[src/rtl/ro_freq_meter.sv]
// Ring-oscillator frequency meter: enables the oscillator, lets it settle, then counts
// synchronized rising edges of osc_out over a gate window of clk cycles.
//
// state   | meaning
// --------+-------------------------------------------------------------
// IDLE    | oscillator off, waiting for req
// SETTLE  | oscillator on, edges ignored for SETTLE_CYCLES cycles
// MEASURE | gate window open for G cycles, rising edges counted
// DONE    | result held with valid until ack; may restart directly
module ro_freq_meter #(
  parameter int CNT_W         = 16,
  parameter int GATE_W        = 16,
  parameter int SETTLE_CYCLES = 8,
  parameter int SYNC_STAGES   = 2
) (
  input  logic              clk,
  input  logic              rst_n,
  input  logic              req,
  input  logic [GATE_W-1:0] gate_len,
  input  logic              continuous,
  input  logic              osc_out,
  input  logic              ack,
  output logic              ro_start,
  output logic              busy,
  output logic [CNT_W-1:0]  count,
  output logic              overflow,
  output logic              valid
);

  localparam int SET_W = (SETTLE_CYCLES > 1) ? $clog2(SETTLE_CYCLES) : 1;

  typedef enum logic [1:0] {
    S_IDLE    = 2'd0,
    S_SETTLE  = 2'd1,
    S_MEASURE = 2'd2,
    S_DONE    = 2'd3
  } state_t;

  state_t state_q, state_d;

  logic [SYNC_STAGES-1:0] sync_q, sync_d;
  logic                   prev_q, prev_d;
  logic [SET_W-1:0]       settle_q, settle_d;
  logic [GATE_W-1:0]      gate_q, gate_d;
  logic [GATE_W-1:0]      gtmr_q, gtmr_d;
  logic [CNT_W-1:0]       cnt_q, cnt_d;
  logic                   ovf_int_q, ovf_int_d;
  logic [CNT_W-1:0]       count_q, count_d;
  logic                   overflow_q, overflow_d;
  logic                   valid_q, valid_d;
  logic                   ro_start_q, ro_start_d;

  logic                   sync_out;
  logic                   rise;
  logic [GATE_W-1:0]      g_eff;
  logic                   settle_done;
  logic                   gate_done;
  logic                   ack_fire;
  logic                   cnt_full;
  logic [CNT_W-1:0]       cnt_nxt;
  logic                   ovf_nxt;

  // Edge detection and shared datapath terms
  always_comb begin
    sync_d      = {sync_q[SYNC_STAGES-2:0], osc_out};
    sync_out    = sync_q[SYNC_STAGES-1];
    prev_d      = sync_out;
    rise        = sync_out & ~prev_q;
    g_eff       = (gate_len == '0) ? GATE_W'(1) : gate_len;
    settle_done = (settle_q == '0);
    gate_done   = (gtmr_q == '0);
    ack_fire    = valid_q & ack;
    cnt_full    = &cnt_q;
    cnt_nxt     = (rise && !cnt_full) ? cnt_q + CNT_W'(1) : cnt_q;
    ovf_nxt     = ovf_int_q | (rise & cnt_full);
  end

  // State register and all datapath flops
  always_ff @(posedge clk) begin
    if (!rst_n) begin
      state_q    <= S_IDLE;
      sync_q     <= '0;
      prev_q     <= 1'b0;
      settle_q   <= '0;
      gate_q     <= '0;
      gtmr_q     <= '0;
      cnt_q      <= '0;
      ovf_int_q  <= 1'b0;
      count_q    <= '0;
      overflow_q <= 1'b0;
      valid_q    <= 1'b0;
      ro_start_q <= 1'b0;
    end else begin
      state_q    <= state_d;
      sync_q     <= sync_d;
      prev_q     <= prev_d;
      settle_q   <= settle_d;
      gate_q     <= gate_d;
      gtmr_q     <= gtmr_d;
      cnt_q      <= cnt_d;
      ovf_int_q  <= ovf_int_d;
      count_q    <= count_d;
      overflow_q <= overflow_d;
      valid_q    <= valid_d;
      ro_start_q <= ro_start_d;
    end
  end

  // Next-state logic
  always_comb begin
    state_d = state_q;
    case (state_q)
      S_IDLE: begin
        if (req) state_d = S_SETTLE;
      end
      S_SETTLE: begin
        if (settle_done) state_d = S_MEASURE;
      end
      S_MEASURE: begin
        if (gate_done) state_d = S_DONE;
      end
      S_DONE: begin
        if (ack_fire) begin
          if (continuous) state_d = ro_start_q ? S_MEASURE : S_SETTLE;
          else            state_d = S_IDLE;
        end
      end
      default: state_d = S_IDLE;
    endcase
  end

  // Output and datapath next values
  always_comb begin
    settle_d   = settle_q;
    gate_d     = gate_q;
    gtmr_d     = gtmr_q;
    cnt_d      = cnt_q;
    ovf_int_d  = ovf_int_q;
    count_d    = count_q;
    overflow_d = overflow_q;
    valid_d    = valid_q;
    case (state_q)
      S_IDLE: begin
        if (req) begin
          gate_d   = g_eff;
          settle_d = SET_W'(SETTLE_CYCLES - 1);
        end
      end
      S_SETTLE: begin
        if (settle_done) begin
          cnt_d     = '0;
          ovf_int_d = 1'b0;
          gtmr_d    = gate_q - GATE_W'(1);
        end else begin
          settle_d = settle_q - SET_W'(1);
        end
      end
      S_MEASURE: begin
        cnt_d     = cnt_nxt;
        ovf_int_d = ovf_nxt;
        if (gate_done) begin
          // the rise seen in the last gate cycle is part of the result
          count_d    = cnt_nxt;
          overflow_d = ovf_nxt;
          valid_d    = 1'b1;
        end else begin
          gtmr_d = gtmr_q - GATE_W'(1);
        end
      end
      S_DONE: begin
        if (ack_fire) begin
          valid_d = 1'b0;
          if (continuous) begin
            gate_d = g_eff;
            if (ro_start_q) begin
              cnt_d     = '0;
              ovf_int_d = 1'b0;
              gtmr_d    = g_eff - GATE_W'(1);
            end else begin
              settle_d = SET_W'(SETTLE_CYCLES - 1);
            end
          end
        end
      end
      default: ;
    endcase
    // In DONE the oscillator stays on only while continuous mode keeps it running
    ro_start_d = (state_d == S_SETTLE) || (state_d == S_MEASURE) ||
                 ((state_d == S_DONE) && continuous && ro_start_q);
  end

  assign ro_start = ro_start_q;
  assign busy     = (state_q != S_IDLE);
  assign count    = count_q;
  assign overflow = overflow_q;
  assign valid    = valid_q;

endmodule
[config.mk]
export PLATFORM = sky130hd
export DESIGN_NAME = ro_freq_meter
export DESIGN_NICKNAME = d
export VERILOG_FILES = /design/src/rtl/ro_freq_meter.sv
export SDC_FILE = /design/constraint.sdc
export NUM_CORES = 1
export LEC_CHECK = 0
export BUFFER_PORTS_ARGS = -buffer_cell sky130_fd_sc_hd__buf_2
export CORE_MARGIN = 8
export CORE_UTILIZATION = 45
export DETAILED_ROUTE_END_ITERATION = 10
export PLACE_DENSITY_LB_ADDON = 0.1
export SETUP_SLACK_MARGIN = 0.1
export SLEW_MARGIN = 15
export SYNTH_ARGS = -nofsm -noshare
export SYNTH_HDL_FRONTEND = slang
export SYNTH_SLANG_ARGS = --single-unit
[constraint.sdc]
create_clock -name clk -period 2.4 [get_ports clk]
set_clock_uncertainty 0.1 [all_clocks]
set_input_delay 0.6 -clock clk [delete_from_list [all_inputs] [get_ports clk]]
set_output_delay 0.6 -clock clk [all_outputs]
set_load 0.005 [all_outputs]
# ---- Yosys cells after proc, flatten, opt, wreduce, memory -nomap -nowiden
# Index checks and enable logic that the tools add are counted.
dict set report word_totals {
  ff_bits 76
  latch_bits 0
  mem_bits_rw 0
  mem_bits_ro 0
  in_bits 22
  output_inout_bits 20
  mem_count 0
}
dict set report classes {
  add_sub_neg 5
  mul 0
  div 0
  magnitude_cmp 0
  eq_ne 15
  shift 0
  n_mux 38
  n_bitwise 5
  n_reduce_logical 22
}
# op count
set ops {}
lappend ops {{$mux 16} 14}
lappend ops {{$pmux 16 s3} 2}
lappend ops {{$sub 16x1->16 const B} 3}
lappend ops {{$logic_not 16->1} 2}
lappend ops {{$pmux 16 s2} 1}
lappend ops {{$ne 2x2->1 const B} 9}
lappend ops {{$add 16x1->16 const B} 1}
lappend ops {{$reduce_and 16->1} 1}
lappend ops {{$mux 3} 5}
lappend ops {{$mux 2} 6}
lappend ops {{$reduce_and 6->1} 2}
lappend ops {{$pmux 3 s3} 1}
lappend ops {{$eq 2x2->1 const B} 4}
lappend ops {{$pmux 2 s4} 1}
lappend ops {{$mux 1} 6}
lappend ops {{$reduce_bool 2->1} 3}
lappend ops {{$reduce_bool 3->1} 2}
lappend ops {{$reduce_and 5->1} 1}
lappend ops {{$eq 2x1->1 const B} 2}
lappend ops {{$reduce_and 4->1} 1}
lappend ops {{$and 1x1->1} 3}
lappend ops {{$logic_and 1x1->1} 3}
lappend ops {{$logic_not 3->1} 1}
lappend ops {{$pmux 1 s3} 1}
lappend ops {{9 further kinds} 10}

# ---- Depth between registers and ports, before layout
# Gate-level depths: netlist (run 1).
dict set report logic_depth {
  word_depth 8
  mapped_depth 10
  ltp_nobuf 9
}

# ---- Worst setup path before layout (run 1)
# OpenSTA, ideal clock, no wires.
dict set report synth_timing {
  path_kind {input port to flip-flop}
  from {in gate_len[2]}
  to {reg gtmr_q[13]}
  arrival_time_ps 2441
  path_slack_ps -215
  path_stages 6
  path_cell_list {mux2_1 mux2i_2 nand2_2 or4_4 or4_1 a31oi_1}
}
dict set report synth_via {
  elab_chain_len 7
}
# item line_no
set synth_rtl {}
lappend synth_rtl {{from (decl)} 19} ;# input logic [GATE_W-1:0] gate_len,
lappend synth_rtl {{$logic_not 16->1} 69} ;# g_eff = (gate_len == '0) ? GATE_W'(1) : gate_len;
lappend synth_rtl {{$mux 16 *} 69}
lappend synth_rtl {{$sub 16x1->16 *} 178} ;# gtmr_d = g_eff - GATE_W'(1);
lappend synth_rtl {{$mux 16 *} 175} ;# if (ro_start_q) begin
lappend synth_rtl {{$mux 16 *} 173} ;# if (continuous) begin
lappend synth_rtl {{$mux 16 *} 171} ;# if (ack_fire) begin
lappend synth_rtl {{$pmux 16 s3 *} 142} ;# case (state_q)
lappend synth_rtl {{to (signal assigned)} 99} ;# gtmr_q <= gtmr_d;
lappend synth_rtl {{to (decl)} 45} ;# logic [GATE_W-1:0] gtmr_q, gtmr_d;
# Every way passes the cells marked *; elsewhere a longest branch is shown, timed or not. The select of a mux whose other input is x is not followed.
# A chain may end at the register's enable or synchronous reset.

# ---- Worst setup path after layout (run 1)
dict set report layout_timing {
  from {reg state_q[0]}
  to {reg gtmr_q[13]}
}
dict set report layout_via {
  elab_chain_len 3
  word_cells_on_any_way 11
}
# item line_no
set layout_rtl {}
lappend layout_rtl {{from (decl)} 39} ;# state_t state_q, state_d;
lappend layout_rtl {{from (signal assigned)} 94} ;# state_q <= state_d;
lappend layout_rtl {{$eq 2x2->1 / $eq 2x1->1 (equally long branches)} 142}
lappend layout_rtl {{$ne 2x2->1 (no line) / $reduce_bool 3->1 (equally long branches)} --}
lappend layout_rtl {{$reduce_and 6->1 (no line)} --}
# Several ways; a longest one is shown, not always the timed one.

==> impl_metrics.csv, run 1 <==
group,metric,value,unit
outcome,status,"finished, violations left",
outcome,violations,"setup timing",
synth,synth_area_per_cell,8.19,µm²
worst_setup_path,start_kind,"flop",
worst_hold_path,min_from,"sync_q[0]",
clocking,numCtsBuffers,9,
synth,yosys.area.top_type_share,0.382,
sta,clock.fmax,0.411,GHz
clocking,htree_levels,3,
grt,grt_max_degree,34,
cells_and_area,drive_gt1_frac,0.288,
cells_and_area,syn_to_final_growth,28.3,%
worst_setup_path,critical_path.startpoint,"state_q[0]",
synth,yosysTopAreaCell,"dfxtp_1",
grt,antenna_found_initial,0,
worst_setup_path,crit_slowest_cell,"or4_4",
job,maxCapViolations,0,
synth,ys_seq_area_frac,0.382,
die,row_count,34,
worst_setup_path,critPathMaxFanout,8,
synth,yosysUniqueCellTypes,62,
sta,slew-limit-headroom,0.598,
worst_setup_path,reg2reg_from,"state_q[0]",
synth,synthTopCellsByCount,"dfxtp_1 (76), a21oi_1 (54), nand2_1 (51)",
sta,tns,-0.0303,ns
synth,synth_edf_count,0,
die,die_y,110,µm
worst_setup_path,path_class,"flop to flop",
placed_design,portBuffers,41,
routing,ant_nets,0,
synth,synth.most_common_cell,"dfxtp_1",
worst_hold_path,hold_path_class,"flop to flop",
sta,period_needed,2.43,ns
grt,grt_pass1_vias,3630,
sta,setup_violations,1,
die,die_area,12100,µm²
synth,synth_nets,514,
grt,grt_pass1_wl,17300,µm
sta,worst_slew_pin_slew,0.603,ns
routing,route.detailed.wl_per_inst,15.7,µm
clocking,clock_latency,0.35,ns
die,coreArea,8680,µm²
worst_hold_path,worstHoldPathCells,1,
die,dieWidth,110,µm
grt,grt.total_usage,0.180,
sta,setup_slack,-0.0303,ns
routing,drtIter0Drc,153,
routing,vias,3827,
synth,ys_warn_count,0,
power_and_ir_drop,leakage,1.96,nW
routing,dr.pass1.iters,4,
placed_design,hpwl,7620,µm
worst_setup_path,crit_required,2.58,ns
power_and_ir_drop,p_per_area,739,nW/µm²
clocking,clk_pin_slew_worst_paths,0.08,ns
clocking,clock_sinks,76,
synth,synth.area.top_cells,"dfxtp_1 (38%), a21oi_1 (6.8%), nand2_1 (4.8%), nor2_1 (4.5%), a211oi_1 (4.0%)",
sta,hold_viol_final,0,
clocking,cts_buffer_depth,2,
cells_and_area,num_antenna_cells,0,
synth,synthesis.area,3990,µm²
worst_setup_path,r2r_cells,7,
worst_setup_path,cpPeakStageDelay,0.51,ns
routing,drt_wl_total,10800,µm
clocking,root_buffer,"clkbuf_8",
worst_setup_path,crit_family,"simple AND/OR/NAND/NOR gates",
worst_setup_path,crit_arrival,2.61,ns
power_and_ir_drop,peakVddDrop,354,µV
routing,vias_per_cell,5.57,
sta,finalCritPeriodShare,1.01,
cells_and_area,nNetsFinal,601,
synth,synth_async_sr_flop_share,0,
grt,overflow,0,
synth,synth_ff_type,"dfxtp_1",
worst_hold_path,holdPathEnd,"sync_q[1]",
worst_setup_path,path_buf_inv,1,
worst_setup_path,path_cells,"buf_12, mux2_4, mux2i_4, nand3_2, or4_4, or4_1, a31oi_1",
sta,fin_hold_ws,0.342,ns
worst_setup_path,crit_path_end_kind,"flop",
routing,drc,0,
worst_setup_path,r2r_slack,-0.03,ns
placed_design,gp_congestion,0.856,
worst_setup_path,r2r_end,"gtmr_q[13]",
die,ios,42,
synth,ys_ff_latch,76,
clocking,tritoncts,"yes",
synth,syn_inst,487,
sta,slew_viol_final,0,
sta,rsz0062_at_grt,"yes",
die,start_util,0.459,
clocking,cts_hold_buf,0,
-- cell type report --
class,count,area (µm²)
sequential,76,1530
clock buffer,11,141
fill,807,3560
clock inverter,5,27.5
timing repair buffer,109,753
tap,108,135
inverter,7,26.3
multi-input combinational,371,2500
-- report_power, final --
| group | switching, W | total, W | internal, W | leakage [nW] |
|---|---|---|---|---|
| Clock | 0.000467 | 0.000864 | 0.000397 | 0.0889 |
| Sequential | 0.000102 | 0.00149 | 0.00139 | 0.621 |
| Combinational | 0.000749 | 0.00142 | 0.000675 | 1.25 |
-- kinds of logic after synthesis --
kind of cell | count (synthesis) | share of synthesized area
buf+inv | 40 | 0.0436
simple gates | 183 | 0.227
compound gates | 138 | 0.210
mux | 21 | 0.0697
xor+xnor | 24 | 0.0527
fa+ha+maj | 5 | 0.0157
flops | 76 | 0.382
-- cells in the final DEF, fill, tap and decap left out, drive strengths merged, types with 2 or more instances in the layout --
cell type	count
nor3	11
xor2	8
a21o	7
or2	5
a311oi	2
nand4	7
mux2	5
inv	7
buf	109
and2	7
xnor2	16
nor2	49
a211oi	21
nand2b	2
nand3b	2
clkbuf	11
o21a	2
nor2b	4
dfxtp	76
a2111oi	2
clkinv	4
nand3	13
nand2	52
nor3b	3
or4	4
o21ai	28
nor4	13
or3	5
a41oi	2
a21oi	54
o2111ai	2
ha	5
a31oi	8
and3	2
mux2i	16
-- sequential cells by signal, indices dropped and copies added, names as in the netlist --
register	flops
count	16
valid	1
ovf_int_q	1
ro_start	1
gate_q	16
state_q	2
cnt_q	16
prev_q	1
settle_q	3
sync_q	2
gtmr_q	16
overflow	1
-- stage by stage --
step / instances / setup slack [ns] / instance area (µm²) / utilization / power [W]
final: 687 / -0.0303 / 5110 / 0.589 / 0.00378
after global routing: 687 / -0.101 / 5110 / 0.589 / 0.00402
after CTS: 683 / -0.0410 / 4950 / 0.570 / 0.00370
after detailed placement: 661 / -0.414 / 4680 / 0.539 / 0.00276
after global placement: 661 / -0.317 / 4680 / 0.539 / 0.00274
after floorplan: 487 / -0.143 / 4020 / - / 0.00234
-- per-layer routing --
layer,share of wire,track usage
met1,0.45,0.215
met2,0.49,0.318
met3,0.030,0.0262
met4,0.023,0.0685
met5,0,0
-- how the worst max path moves through the flow --
stage	cells past startpoint	slack [ns]	end
finish	7	-0.03	gtmr_q[13]
global route	7	-0.10	gtmr_q[13]
CTS	7	-0.04	gtmr_q[13]
detailed placement	11	-0.41	gtmr_q[14]
global placement	11	-0.32	gtmr_q[14]
floorplan	6	-0.14	gtmr_q[13]
-- repair_timing --
action	4_1_cts	5_1_grt
cloned	0	0
gates resized for setup	10	24
endpoints found under the setup margin	12	18
setup buffers	6	4
pin swaps	4	10
Note: power is estimated with default switching activity, not from simulation.
==> inputs of run 2 (changes only) <==
--- a/config.mk
+++ b/config.mk
@@ -9,6 +9,7 @@
 export CORE_MARGIN = 8
 export CORE_UTILIZATION = 45
 export DETAILED_ROUTE_END_ITERATION = 10
+export MAX_ROUTING_LAYER = met4
 export PLACE_DENSITY_LB_ADDON = 0.1
 export SETUP_SLACK_MARGIN = 0.1
 export SLEW_MARGIN = 15
==> run 2 against run 1 <==
Net effect: the run still ends with setup timing left; cell count is the same; clock power barely moved; non-clock buffer count stayed put; routed wire length about the same; sequential cell count is the same; first-iteration DRC count increased by 3.9%; power about the same; clock-buffer cell count stayed put; register-to-register slack barely moved; setup slack worse by 0.00072 ns; combinational power about the same.
==> impl_metrics.csv, run 2 (synthesis results as in run 1) <==
group,metric,value,unit
die,die_area,12100,µm²
clocking,clock_latency,0.35,ns
routing,dr.pass1.iters,4,
grt,overflow,0,
job,maxCapViolations,0,
placed_design,hpwl,7620,µm
sta,worst_slew_pin_slew,0.593,ns
power_and_ir_drop,switching_share,0.349,
power_and_ir_drop,p_comb_frac,0.377,
sta,clock.fmax,0.411,GHz
sta,hold_viol_final,0,
clocking,numCtsBuffers,9,
power_and_ir_drop,finalPower,0.00378,W
die,start_util,0.459,
routing,vias_per_cell,5.59,
sta,setup_slack,-0.0310,ns
routing,drtIter0Drc,159,
die,row_count,34,
grt,grt.total_usage,0.185,
cells_and_area,layout_commonest_cell,"dfxtp_1",
sta,fin_hold_ws,0.342,ns
die,ios,42,
outcome,status,"finished, violations left",
sta,slew_viol_final,0,
cells_and_area,syn_to_final_growth,28.3,%
power_and_ir_drop,peakVddDrop,354,µV
power_and_ir_drop,p_clk_frac,0.229,
clocking,tritoncts,"yes",
clocking,clock_sinks,76,
cells_and_area,final_cell_mix,"dfxtp_1 (71), buf_4 (65), a21oi_1 (53), nand2_1 (50), nor2_1 (47)",
power_and_ir_drop,leakage,1.96,nW
routing,route.detailed.wl_per_inst,15.7,µm
power_and_ir_drop,power.net_switching,0.00132,W
cells_and_area,multi_input_area,2500,µm²
worst_setup_path,crit_arrival,2.61,ns
cells_and_area,final_util,0.589,
routing,drc,0,
cells_and_area,register_area,1530,µm²
die,die_y,110,µm
sta,setup_violations,1,
sta,period_needed,2.43,ns
clocking,htree_levels,3,
sta,slew-limit-headroom,0.605,
routing,ant_nets,0,
worst_setup_path,start_kind,"flop",
cells_and_area,num_antenna_cells,0,
worst_hold_path,hold_path_class,"flop to flop",
outcome,violations,"setup timing",
placed_design,gp_congestion,0.869,
placed_design,place_area,4680,µm²
power_and_ir_drop,p_int,0.00246,W
grt,grt_pass1_wl,17300,µm
grt,grt_max_degree,34,
cells_and_area,fin_area,5110,µm²
cells_and_area,drive_gt1_frac,0.288,
worst_setup_path,critPathMaxFanout,8,
placed_design,portBuffers,41,
power_and_ir_drop,p_per_area,739,nW/µm²
sta,finalCritPeriodShare,1.01,
clocking,root_buffer,"clkbuf_8",
cells_and_area,nNetsFinal,601,
die,dieWidth,110,µm
grt,grt_pass1_vias,3626,
grt,antenna_found_initial,0,
die,coreArea,8680,µm²
cells_and_area,nFillCells,807,
sta,rsz0062_at_grt,"yes",
power_and_ir_drop,power_frac_seq,0.395,
worst_setup_path,crit_required,2.58,ns
routing,vias,3840,
clocking,cts_buffer_depth,2,
worst_setup_path,crit_path_end_kind,"flop",
worst_setup_path,path_class,"flop to flop",
clocking,clk_pin_slew_worst_paths,0.08,ns
routing,drt_wl_total,10800,µm
==> run 2: cell counts in the layout (fill, tap and decap cells not counted) <==
No cell type changed its count.
==> run 2: repair_timing <==
action,CTS,global route
gates resized for setup,10,24
hold endpoints to repair,0,0
endpoints found under the setup margin,12,18
hold buffers,0,0
buffers inserted,6,4
pin swaps,4,10
==> run 2: through the flow <==
stage	instances	setup slack [ns]	setup TNS [ns]
final	687	-0.0310	-0.0310
after global routing	687	-0.101	-0.230
after CTS	683	-0.0410	-0.0410
after detailed placement	661	-0.414	-3.92
after global placement	661	-0.317	-2.74
after floorplan	487	-0.143	-0.154
==> run 2: worst paths after layout <==
| kind | from | to | slack, ns | depth (start not counted) |
|---|---|---|---|---|
| worst min register to register | sync_q[0] | sync_q[1] | 0.34 | 1 |
| worst max-delay path | state_q[0] | gtmr_q[13] | -0.03 | 7 |
| worst max register to register | state_q[0] | gtmr_q[13] | -0.03 | 7 |
| worst min-delay path | sync_q[0] | sync_q[1] | 0.34 | 1 |
==> run 2: critical path, cell delays in order (launching register included) <==
cell     delay [ns]
dfxtp_2        0.36
buf_12         0.14
mux2_4         0.31
mux2i_4        0.16
nand3_2        0.12
or4_4          0.51
or4_1          0.50
a31oi_1        0.16
==> run 2: area by class of cell <==
cell class / count / share of cell area
inverter: 7 / 0.00514
multi-input combinational: 371 / 0.489
tap: 108 / 0.0264
timing repair buffer: 109 / 0.147
sequential: 76 / 0.299
clock inverter: 5 / 0.00538
clock buffer: 11 / 0.0276
==> run 2: power groups by stage <==
stage          logic (W)  registers (W)  clock network, W
3_5_place_dp     0.00124        0.00152                 0
4_1_cts          0.00130        0.00149          0.000899
3_3_place_gp     0.00122        0.00152                 0
5_1_grt          0.00157        0.00151          0.000948
2_1_floorplan   0.000850        0.00149                 0
6_report         0.00142        0.00149          0.000865
==> run 2: metal layers <==
layer,global-route usage,vias up,share of wire
met4,0.0685,0,0.021
met2,0.318,67,0.50
met1,0.215,1813,0.44
met5,-,-,0
li1,-,1939,-
met3,0.0256,21,0.034
==> inputs of run 3 (changes only) <==
--- a/config.mk
+++ b/config.mk
@@ -12,6 +12,7 @@
 export MAX_ROUTING_LAYER = met4
 export PLACE_DENSITY_LB_ADDON = 0.1
 export SETUP_SLACK_MARGIN = 0.1
+export SKIP_CTS_REPAIR_TIMING = 1
 export SLEW_MARGIN = 15
 export SYNTH_ARGS = -nofsm -noshare
 export SYNTH_HDL_FRONTEND = slang
==> run 3 against run 2 <==
Net effect: the run still ends with setup timing left; die area stayed put; sequential cell count unchanged; design area is 1.4% lower; setup slack worse by 0.0043 ns; sequential share of layout area grew 0.37 points; global-route usage fell by 0.24 points; clock-buffer cell count stayed put; via count decreased by 1.1%; power is 1.6% lower; highest routed layer unchanged.
==> impl_metrics.csv, run 3 (synthesis results as in run 1) <==
group,metric,value,unit
outcome,status,"finished, violations left",
outcome,violations,"setup timing",
grt,grt_max_degree,34,
cells_and_area,multi_input_area,2480,µm²
routing,dr.pass1.iters,4,
cells_and_area,drive_gt1_frac,0.272,
worst_setup_path,worstSetupPathDepth,7,
placed_design,place_ws,-0.414,ns
clocking,htree_levels,3,
clocking,clock_latency,0.35,ns
power_and_ir_drop,leakage,1.93,nW
grt,grt_pass1_vias,3583,
worst_setup_path,path_buf_inv,1,
die,ios,42,
grt,overflow,0,
power_and_ir_drop,p_clk_frac,0.233,
placed_design,gp_congestion,0.869,
power_and_ir_drop,switching_share,0.347,
cells_and_area,fin_area,5040,µm²
routing,route.detailed.wl_per_inst,15.7,µm
sta,finalCritPeriodShare,1.01,
placed_design,placed_cells,661,
die,dieWidth,110,µm
worst_setup_path,path_class,"flop to flop",
clocking,tritoncts,"yes",
clocking,cts_buffer_depth,2,
placed_design,portBuffers,41,
power_and_ir_drop,p_comb_frac,0.366,
die,start_util,0.459,
cells_and_area,syn_to_final_growth,26.5,%
die,die_area,12100,µm²
placed_design,hpwl,7620,µm
worst_setup_path,r2r_cells,7,
power_and_ir_drop,p_int,0.00243,W
routing,ant_nets,0,
grt,antenna_found_initial,0,
power_and_ir_drop,p_per_area,738,nW/µm²
cells_and_area,instances_no_fill,681,
routing,vias_per_cell,5.58,
worst_hold_path,hold_path_class,"flop to flop",
grt,grt.total_usage,0.183,
power_and_ir_drop,power.net_switching,0.00129,W
worst_setup_path,start_kind,"flop",
cells_and_area,layout_commonest_cell,"dfxtp_1",
sta,rsz0062_at_grt,"yes",
cells_and_area,register_area,1530,µm²
routing,drt_wl_total,10700,µm
sta,period_needed,2.44,ns
routing,vias,3799,
worst_setup_path,crit_path_end_kind,"flop",
cells_and_area,num_antenna_cells,0,
worst_setup_path,crit_arrival,2.61,ns
worst_setup_path,crit_required,2.58,ns
worst_hold_path,worstHoldPathCells,1,
sta,clock.fmax,0.411,GHz
placed_design,place_area,4680,µm²
die,row_count,34,
cells_and_area,nFillCells,813,
power_and_ir_drop,power_frac_seq,0.401,
worst_setup_path,crit_family,"simple AND/OR/NAND/NOR gates",
sta,setup_violations,1,
die,die_y,110,µm
clocking,root_buffer,"clkbuf_8",
grt,grt_pass1_wl,17100,µm
clocking,clk_pin_slew_worst_paths,0.08,ns
routing,drtIter0Drc,197,
routing,drc,0,
die,coreArea,8680,µm²
sta,slew-limit-headroom,0.601,
cells_and_area,final_cell_mix,"dfxtp_1 (73), buf_4 (59), a21oi_1 (53), nand2_1 (50), nor2_1 (47)",
job,maxCapViolations,0,
cells_and_area,nNetsFinal,595,
clocking,numCtsBuffers,9,
sta,worst_slew_pin_slew,0.599,ns
worst_setup_path,critPathMaxFanout,8,
sta,hold_viol_final,0,
worst_setup_path,cpPeakStageDelay,0.54,ns
sta,slew_viol_final,0,
sta,setup_slack,-0.0353,ns
clocking,clock_sinks,76,
worst_setup_path,crit_slowest_cell,"or4_4",
worst_setup_path,path_cells,"buf_12, mux2_4, mux2i_4, nand2_2, or4_4, or4_1, a31oi_1",
power_and_ir_drop,peakVddDrop,355,µV
[run 3: changes by cell type in the layout (fill, tap and decap cells not counted), moves of 2 or more]
cell	delta
buf_4	-6
nor4_2	-2
dfxtp_1	+2
dfxtp_2	-2
nor4_1	+2
[run 3: worst register-to-register path, delay by kind of cell, from the launching register on]
| family | cells | cell delay [ns] |
|---|---|---|
| AND/OR/NAND/NOR | 3 | 1.13 |
| flip-flops | 1 | 0.36 |
| multiplexers | 2 | 0.48 |
| AO/OA/AOI/OAI | 1 | 0.16 |
| buffers and inverters | 1 | 0.14 |
[run 3: worst paths after layout]
check	from	end	slack (ns)
worst max register to register	state_q[0]	gtmr_q[13]	-0.04
worst min-delay path	sync_q[0]	sync_q[1]	0.34
worst min register to register	sync_q[0]	sync_q[1]	0.34
worst max-delay path	state_q[0]	gtmr_q[13]	-0.04
[run 3: metal layers]
metal,track usage,up-vias,part of all wire
met1,0.213,1782,0.46
met2,0.313,69,0.49
li1,-,1924,-
met3,0.0256,24,0.031
met5,-,-,0
met4,0.0685,0,0.025
[run 3: power groups by stage]
stage	Sequential (W)	Combinational, W	Clock [W]
3_3_place_gp	0.00152	0.00122	0
3_5_place_dp	0.00152	0.00124	0
2_1_floorplan	0.00149	0.000850	0
4_1_cts	0.00149	0.00125	0.000899
5_1_grt	0.00151	0.00150	0.000946
6_report	0.00149	0.00136	0.000867
[run 3: per-stage QoR]
stage               power (W)  utilization  hold WS, ns  setup TNS (ns)
CTS                   0.00364        0.559        0.350          -0.211
finish                0.00372        0.581        0.342         -0.0353
detailed placement    0.00276        0.539        0.331           -3.92
global route          0.00396        0.581        0.358          -0.280
global placement      0.00274        0.539        0.340           -2.74
floorplan             0.00234            -        0.312          -0.154
[run 3: final cells by class]
type | count | share of cell area
repair buffers | 103 | 0.140
well taps | 108 | 0.0268
multi-input cells | 371 | 0.492
clock buffers | 11 | 0.0280
inverters | 7 | 0.00521
clock inverters | 5 | 0.00546
flip-flops and latches | 76 | 0.302
